$ cat src/rtl/alu_exec_seq.sv
// Execution sequencer around an external combinational ALU: holds Y/B operands,
// captures single-cycle results into Z, and runs 32-step signed MUL/DIV itself.
module alu_exec_seq #(
  parameter logic [3:0] OP_MUL = 4'hA,
  parameter logic [3:0] OP_DIV = 4'hB
) (
  input  logic        clk,
  input  logic        clear,
  input  logic [31:0] bus_in,
  input  logic        y_in,
  input  logic        start,
  input  logic [3:0]  op,
  input  logic [31:0] b_in,
  input  logic [31:0] alu_comb_in,
  output logic [31:0] y_out,
  output logic [31:0] b_out,
  output logic        busy,
  output logic        done,
  output logic        div_by_zero,
  output logic [31:0] z_high,
  output logic [31:0] z_low
);

  // state  | meaning
  // S_IDLE | waiting for start; Y may be loaded
  // S_EVAL | capture external ALU result (or divide-by-zero pattern)
  // S_ITER | 32 shift-add / restoring-divide steps on magnitudes
  // S_SIGN | apply operand signs, load Z
  // S_DONE | done pulse, then back to idle
  typedef enum logic [2:0] {S_IDLE, S_EVAL, S_ITER, S_SIGN, S_DONE} state_t;

  localparam int N_ITER = 32;

  state_t      state_q, state_d;
  logic [31:0] y_q, y_d;
  logic [31:0] b_q, b_d;
  logic [3:0]  op_q, op_d;
  logic [4:0]  cnt_q, cnt_d;
  logic [31:0] acc_hi_q, acc_hi_d;
  logic [31:0] acc_lo_q, acc_lo_d;
  logic [31:0] mag_q, mag_d;
  logic        sign_a_q, sign_a_d;
  logic        sign_b_q, sign_b_d;
  logic        busy_q, busy_d;
  logic        done_q, done_d;
  logic        dbz_q, dbz_d;
  logic [31:0] z_high_q, z_high_d;
  logic [31:0] z_low_q, z_low_d;

  logic [31:0] y_eff;
  logic [32:0] sum33;
  logic [32:0] rem_sh;
  logic        rem_ge;
  logic [63:0] prod;
  logic [31:0] quo;
  logic [31:0] rem;

  always_comb begin
    state_d  = state_q;
    y_d      = y_q;
    b_d      = b_q;
    op_d     = op_q;
    cnt_d    = cnt_q;
    acc_hi_d = acc_hi_q;
    acc_lo_d = acc_lo_q;
    mag_d    = mag_q;
    sign_a_d = sign_a_q;
    sign_b_d = sign_b_q;
    dbz_d    = dbz_q;
    z_high_d = z_high_q;
    z_low_d  = z_low_q;
    done_d   = 1'b0;
    y_eff    = y_in ? bus_in : y_q;
    sum33    = {1'b0, acc_hi_q} + (acc_lo_q[0] ? {1'b0, mag_q} : 33'd0);
    rem_sh   = {acc_hi_q, acc_lo_q[31]};
    rem_ge   = rem_sh >= {1'b0, mag_q};
    prod     = {acc_hi_q, acc_lo_q};
    quo      = acc_lo_q;
    rem      = acc_hi_q;

    case (state_q)
      S_IDLE: begin
        if (y_in) y_d = bus_in;
        if (start) begin
          op_d     = op;
          b_d      = b_in;
          dbz_d    = 1'b0;
          cnt_d    = 5'd0;
          sign_a_d = y_eff[31];
          sign_b_d = b_in[31];
          acc_hi_d = 32'd0;
          // -2^31 negates to itself, which reads correctly as unsigned 2^31
          acc_lo_d = y_eff[31] ? (32'd0 - y_eff) : y_eff;
          mag_d    = b_in[31] ? (32'd0 - b_in) : b_in;
          if (op == OP_MUL || (op == OP_DIV && b_in != 32'd0)) state_d = S_ITER;
          else                                                   state_d = S_EVAL;
        end
      end
      S_EVAL: begin
        if (op_q == OP_DIV) begin
          z_low_d  = 32'hFFFF_FFFF;
          z_high_d = y_q;
          dbz_d    = 1'b1;
        end else begin
          z_low_d  = alu_comb_in;
          z_high_d = 32'd0;
        end
        done_d  = 1'b1;
        state_d = S_DONE;
      end
      S_ITER: begin
        if (op_q == OP_MUL) begin
          acc_hi_d = sum33[32:1];
          acc_lo_d = {sum33[0], acc_lo_q[31:1]};
        end else begin
          acc_hi_d = rem_ge ? (rem_sh[31:0] - mag_q) : rem_sh[31:0];
          acc_lo_d = {acc_lo_q[30:0], rem_ge};
        end
        cnt_d = cnt_q + 5'd1;
        if (cnt_q == 5'(N_ITER - 1)) state_d = S_SIGN;
      end
      S_SIGN: begin
        if (op_q == OP_MUL) begin
          if (sign_a_q ^ sign_b_q) prod = 64'd0 - prod;
          z_high_d = prod[63:32];
          z_low_d  = prod[31:0];
        end else begin
          if (sign_a_q ^ sign_b_q) quo = 32'd0 - quo;
          if (sign_a_q)            rem = 32'd0 - rem;
          z_high_d = rem;
          z_low_d  = quo;
        end
        done_d  = 1'b1;
        state_d = S_DONE;
      end
      S_DONE:  state_d = S_IDLE;
      default: state_d = S_IDLE;
    endcase

    busy_d = (state_d != S_IDLE);
  end

  always_ff @(posedge clk) begin
    if (clear) begin
      state_q  <= S_IDLE;
      y_q      <= '0;
      b_q      <= '0;
      op_q     <= '0;
      cnt_q    <= '0;
      acc_hi_q <= '0;
      acc_lo_q <= '0;
      mag_q    <= '0;
      sign_a_q <= 1'b0;
      sign_b_q <= 1'b0;
      busy_q   <= 1'b0;
      done_q   <= 1'b0;
      dbz_q    <= 1'b0;
      z_high_q <= '0;
      z_low_q  <= '0;
    end else begin
      state_q  <= state_d;
      y_q      <= y_d;
      b_q      <= b_d;
      op_q     <= op_d;
      cnt_q    <= cnt_d;
      acc_hi_q <= acc_hi_d;
      acc_lo_q <= acc_lo_d;
      mag_q    <= mag_d;
      sign_a_q <= sign_a_d;
      sign_b_q <= sign_b_d;
      busy_q   <= busy_d;
      done_q   <= done_d;
      dbz_q    <= dbz_d;
      z_high_q <= z_high_d;
      z_low_q  <= z_low_d;
    end
  end

  assign y_out       = y_q;
  assign b_out       = b_q;
  assign busy        = busy_q;
  assign done        = done_q;
  assign div_by_zero = dbz_q;
  assign z_high      = z_high_q;
  assign z_low       = z_low_q;

endmodule

$ cat config.mk
export PLATFORM = sky130hd
export DESIGN_NAME = alu_exec_seq
export DESIGN_NICKNAME = d
export VERILOG_FILES = /design/src/rtl/alu_exec_seq.sv
export SDC_FILE = /design/constraint.sdc
export NUM_CORES = 1
export LEC_CHECK = 0
export CELL_PAD_IN_SITES_DETAIL_PLACEMENT = 0
export CELL_PAD_IN_SITES_GLOBAL_PLACEMENT = 1
export CORE_ASPECT_RATIO = 0.5
export CORE_MARGIN = 2
export CORE_UTILIZATION = 41
export CTS_CLUSTER_DIAMETER = 40
export DETAILED_ROUTE_END_ITERATION = 16
export PLACE_DENSITY_LB_ADDON = 0.1
export SLEW_MARGIN = 10
export SYNTH_ARGS = -nofsm -noshare
export SYNTH_HDL_FRONTEND = slang
export SYNTH_SLANG_ARGS = --single-unit
$ cat constraint.sdc
create_clock -name clk -period 6.6 [get_ports clk]
set_input_delay 1.98 -clock clk [delete_from_list [all_inputs] [get_ports clk]]
set_output_delay 1.98 -clock clk [all_outputs]
set_load 0.01 [all_outputs]
Word level (Yosys, flattened, before mapping)

Index checks and enable logic that the tools add are counted.

Bits in registers: 241
Latch bits: 0
RAM bits: 0
Bits in read-only memories: 0
Input port bits: 104
Output and inout port bits: 131
Word-level logic and storage cells: 77
Memories kept: 0

Add/sub/neg operators: 8
$mul: 0
Div/mod/pow operators: 0
Magnitude comparators: 1
Eq/ne operators: 10
Shift-type cells: 0
Mux-type cells: 30
Bitwise operators: 1
Reduce and logical (&&, ||, !) cells: 12

Operators by type and width:

| operator              | count |
|---|---|
| $mux 32               | 15 |
| $pmux 32 s2           | 4 |
| $sub 1x32->32 const A | 4 |
| $mux 64               | 1 |
| $sub 1x64->64 const A | 1 |
| $add 32x32->33        | 1 |
| $ge 33x32->1          | 1 |
| $reduce_bool 32->1    | 1 |
| $sub 32x32->32        | 1 |
| $eq 4x4->1 const B    | 4 |
| $pmux 5 s2            | 1 |
| $pmux 3 s3            | 1 |
| $eq 3x2->1 const B    | 2 |
| $mux 3                | 2 |
| $reduce_bool 2->1     | 3 |
| $add 5x1->5 const B   | 1 |
| $eq 5x5->1 const B    | 1 |
| $mux 5                | 1 |
| $ne 2x2->1 const B    | 2 |
| $reduce_and 2->1      | 2 |
| $eq 3x1->1 const B    | 1 |
| $logic_not 3->1       | 1 |
| $mux 1                | 3 |
| $reduce_and 3->1      | 1 |
| other kinds (7)       | 7 |

Logic depth before layout (Yosys ltp)

Word-level depth: 7
Mapped depth: 16
Gate-level depth less buffers: 13

Worst setup path before layout

Ideal clock, no wire load.

Path type: input-to-reg
Start point: input y_in
End point: register acc_lo_q[22]
Library setup time: 78 ps
Arrival: 5598 ps
Required time: 6522 ps
Path slack: 925 ps
Cell stages on the path: 16
Path buffers: 6
Cell sequence: buf_2 > buf_2 > buf_2 > buf_2 > buf_2 > buf_2 > mux2i_1 > ha_1 > o21ai_0 > nand2b_1 > or4_1 > or2_2 > o31ai_1 > xor2_1 > a21oi_1 > nor3_1

Word-level cells in the longest chain between the ends: 5

Ends and longest elaborated chain:

| element                | line | source |
|---|---|---|
| start: declaration     | 10   | `input logic y_in,` |
| $mux 32 (*)            | -    |  |
| $sub 1x32->32          | 93   | `acc_lo_d = y_eff[31] ? (32'd0 - y_eff) : y_eff;` |
| $mux 32 (*)            | 93   |  |
| $mux 32 (*)            | 84   | `if (start) begin` |
| $pmux 32 s2 (*)        | 81   | `case (state_q)` |
| end signal: assignment | 167  | `acc_lo_q <= acc_lo_d;` |
| end: declaration       | 40   | `logic [31:0] acc_lo_q, acc_lo_d;` |

Every way passes the cells marked *; elsewhere a longest branch is shown, timed or not. The select of a mux whose other input is x is not followed.
A chain may end at the register's enable or synchronous reset.

Worst setup path after layout

Start point: input y_in
End point: register acc_lo_q[16]

The elaborated chain is that of the path after synthesis.

==> results.md <==
* Cells after synthesis at 2278
* Initial DRT Pass Iterations at 5
* Sequential cell area at 4770 um^2
* Sequential area share after synthesis at 0.285
* Setup WS pre-CTS at 1.30 ns
* WS Path Type: input port to flop
* Routed Antenna Nets at 0
* Post-synth EDFFs at 0
* Number of global-route vias before repair at 16200
* Final Cell Area at 20500 um^2
* Chip width at 290 um
* Post-synth top flop: dfxtp_1
* Clock skew at 0.0238 ns
* Reg power frac at 0.359
* Total negative slack at 0 ns
* Antenna Diode Count at 0
* Area leader, netlist: dfxtp_1
* CTS Hold Buffers Added at 0
* Syn Nets at 2454
* Final period util at 0.728
* Post_cts resized at 0
* Htree depth at 2
* Die height at 147 um
* Max Clk Rate at 0.208 GHz
* Global-route wire length before repair at 94900 um
* Comb pwr share at 0.218
* Crit end category: flop
* Simple-Gate Fraction of Synth Area at 0.230
* Final Power at 0.00461 W
* Maximum VDD drop at 0.169 mV
* RSZ-0062 raised after global routing: no
* Max-cap violations at 0
* Post-Syn Area at 16700 um^2
* Share of layout cells above drive strength 1 at 0.0521
* Top cells by area, synth: dfxtp_1 28%, nand2_1 7.0%, a21oi_1 6.7%
* CORE AREA at 40300 um^2
* Via density per instance at 5.84
* Setup repair bufs after CTS at 0
* P_leak at 8.07 nW
* Mux cell area share after synthesis at 0.0311
* Initial Util at 0.415
* Period minus WS final at 4.80 ns
* Synthesized flop and latch total at 238
* IO Pins at 235
* Area Overhead vs Synth at 22.8%
* Pin count of the biggest net entering global routing at 100
* DRC Markers at 0
* Clock Tree Buf Depth at 3
* Clock power share at 0.424
* Yosys warns at 0
* GRT Util Overall at 0.284
* Avg Cell Area, Syn at 7.34 um^2
* Psw at 0.00146 W
* Sw Ratio at 0.316
* Via Count at 17400
* Share of the synthesized area in the top cell type at 0.285
* Std-Cell Rows at 52
* Worst setup slack after layout at 1.80 ns
* Worst-path clk slew at 0.06 ns
* Final setup fails at 0
* Hpwl dp at 45600 um
* Largest family of logic cells by synthesized area: compound AO/OA/AOI/OAI gates
* Power per Cell Area at 224 nW/um^2
* Critical Path RT at 6.97 ns
* TritonCTS clock tree: done
* Worst EP arrival at 5.17 ns
* Synth Area in Adders at 0.0547
* Final max-slew violation count at 0
* Num CTS Buffers at 35
* Commonest non-fill, non-tap cell in the layout: nand2_1
* Clock sink count at 238
* Most frequent cells in the layout: 311 x nand2_1, 279 x nor2_1, 237 x dfxtp_1
* Library cells used by synthesis at 79
* GR Overflow Total at 0
* Worst Tran Pin Value at 1.18 ns
* CP max FO at 41
* Post-Synth XOR/XNOR Area at 0.0864
* Die footprint at 42500 um^2
* Fin nets at 2589
* Area after DPL at 19400 um^2
* Fill count at 4055
* Routed WL at 62000 um
* Asr flop ratio synth at 0
* CP Launch Type: input port
* Worst-Skew Late Latency at 0.53 ns
* Library cell used as clock root buffer: clkbuf_16
* Compound-Gate Fraction of Synth Area at 0.263
* Internal power at 0.00315 W
* Final hold viol count at 0
* Antenna violations before repair at 0
* Hold crit path type: flop to flop
* Outcome: completed
* RePlAce Congestion at 0.929
* Rel. slew slack at 0.211
* Avg WL per Cell at 20.8 um
* DRT iter0 DRCs at 1685
* Area of the multi-input gates at 11200 um^2
* Port bufs at 234
-- cells in the mapped netlist (25+ instances only) --
cell	n
nand2_1	311
nor2_1	280
dfxtp_1	238
a21oi_1	223
clkbuf_1	141
o21ai_0	111
a211oi_1	99
xor2_1	85
nor3_1	82
xnor2_1	80
ha_1	70
inv_1	57
mux2i_1	43
nand3_1	38
a21o_1	34
a221oi_1	32
a31oi_1	25
-- registers in the layout, indices dropped and copies added (netlist names) --
| register | cells |
|---|---|
| mag_q | 31 |
| op_q | 4 |
| cnt_q | 5 |
| acc_hi_q | 32 |
| state_q | 3 |
| y_out | 32 |
| z_low | 32 |
| b_out | 32 |
| sign_a_q | 1 |
| acc_lo_q | 32 |
| z_high | 32 |
| busy | 1 |
| div_by_zero | 1 |
-- worst max-delay path, cell delays in order --
cell and delay, ns:
buf_2 0.33, buf_4 0.52, nor3b_1 0.24, o21ai_0 0.14, nand2b_1 0.19, or4_1 0.66
nor4bb_1 0.47, a21oi_1 0.14, xnor2_1 0.15, a211oi_1 0.26, a211oi_1 0.08
-- per-layer routing --
| metal | GRT usage | share of wire | up-vias | wire [um] |
|---|---|---|---|---|
| li1 | - | - | 8444 | - |
| met1 | 0.386 | 0.45 | 8334 | 27700 |
| met2 | 0.468 | 0.47 | 513 | 29000 |
| met3 | 0.0424 | 0.059 | 84 | 3640 |
| met4 | 0.0805 | 0.026 | 0 | 1640 |
| met5 | 0 | 0 | - | 0 |
-- cell families (layout without fill, tap and decap cells) --
family | after synthesis | after routing
AND/OR/NAND/NOR | 858 | 858
adder cells (fa/ha/maj) | 72 | 72
buffers and inverters | 217 | 376
XOR/XNOR | 165 | 165
AO/OA/AOI/OAI | 677 | 677
multiplexers | 51 | 51
flip-flops | 238 | 238
-- area by class of cell --
| cell class | instances | share of cell area |
|---|---|---|
| inverter | 57 | 0.0104 |
| clock inverter | 16 | 0.0108 |
| timing repair buffer | 258 | 0.123 |
| multi-input combinational | 1823 | 0.544 |
| tap | 540 | 0.0329 |
| clock buffer | 45 | 0.0470 |
| sequential | 238 | 0.232 |
-- per-stage QoR --
stage / utilization / hold slack, ns / instances
finish: 0.509 / 0.452 / 2977
global route: 0.509 / 0.472 / 2977
CTS: 0.509 / 0.454 / 2977
detailed placement: 0.480 / 0.446 / 2916
global placement: 0.480 / 0.441 / 2916
floorplan: - / 0.432 / 2278
-- path summary, 6_finish.rpt --
path	startpoint	to	slack [ns]	depth (start not counted)
setup reg to reg	acc_hi_q[2]$_SDFFE_PP0P_	acc_hi_q[21]$_SDFFE_PP0P_	2.38	10
hold / removal	b_out[6]$_SDFFE_PP0P_	b_out[6]$_SDFFE_PP0P_	0.45	2
setup / recovery	y_in	acc_lo_q[16]$_SDFFE_PP0P_	1.80	11
hold reg to reg	b_out[6]$_SDFFE_PP0P_	b_out[6]$_SDFFE_PP0P_	0.45	2
-- power groups by stage --
stage | Sequential (W) | Clock (W) | Combinational (W)
floorplan | 0.00165 | 0 | 0.000624
global placement | 0.00168 | 0 | 0.000993
detailed placement | 0.00168 | 0 | 0.000997
CTS | 0.00165 | 0.00198 | 0.00100
global route | 0.00166 | 0.00205 | 0.00110
finish | 0.00165 | 0.00195 | 0.00100
Note: power is estimated with default switching activity, not from simulation.
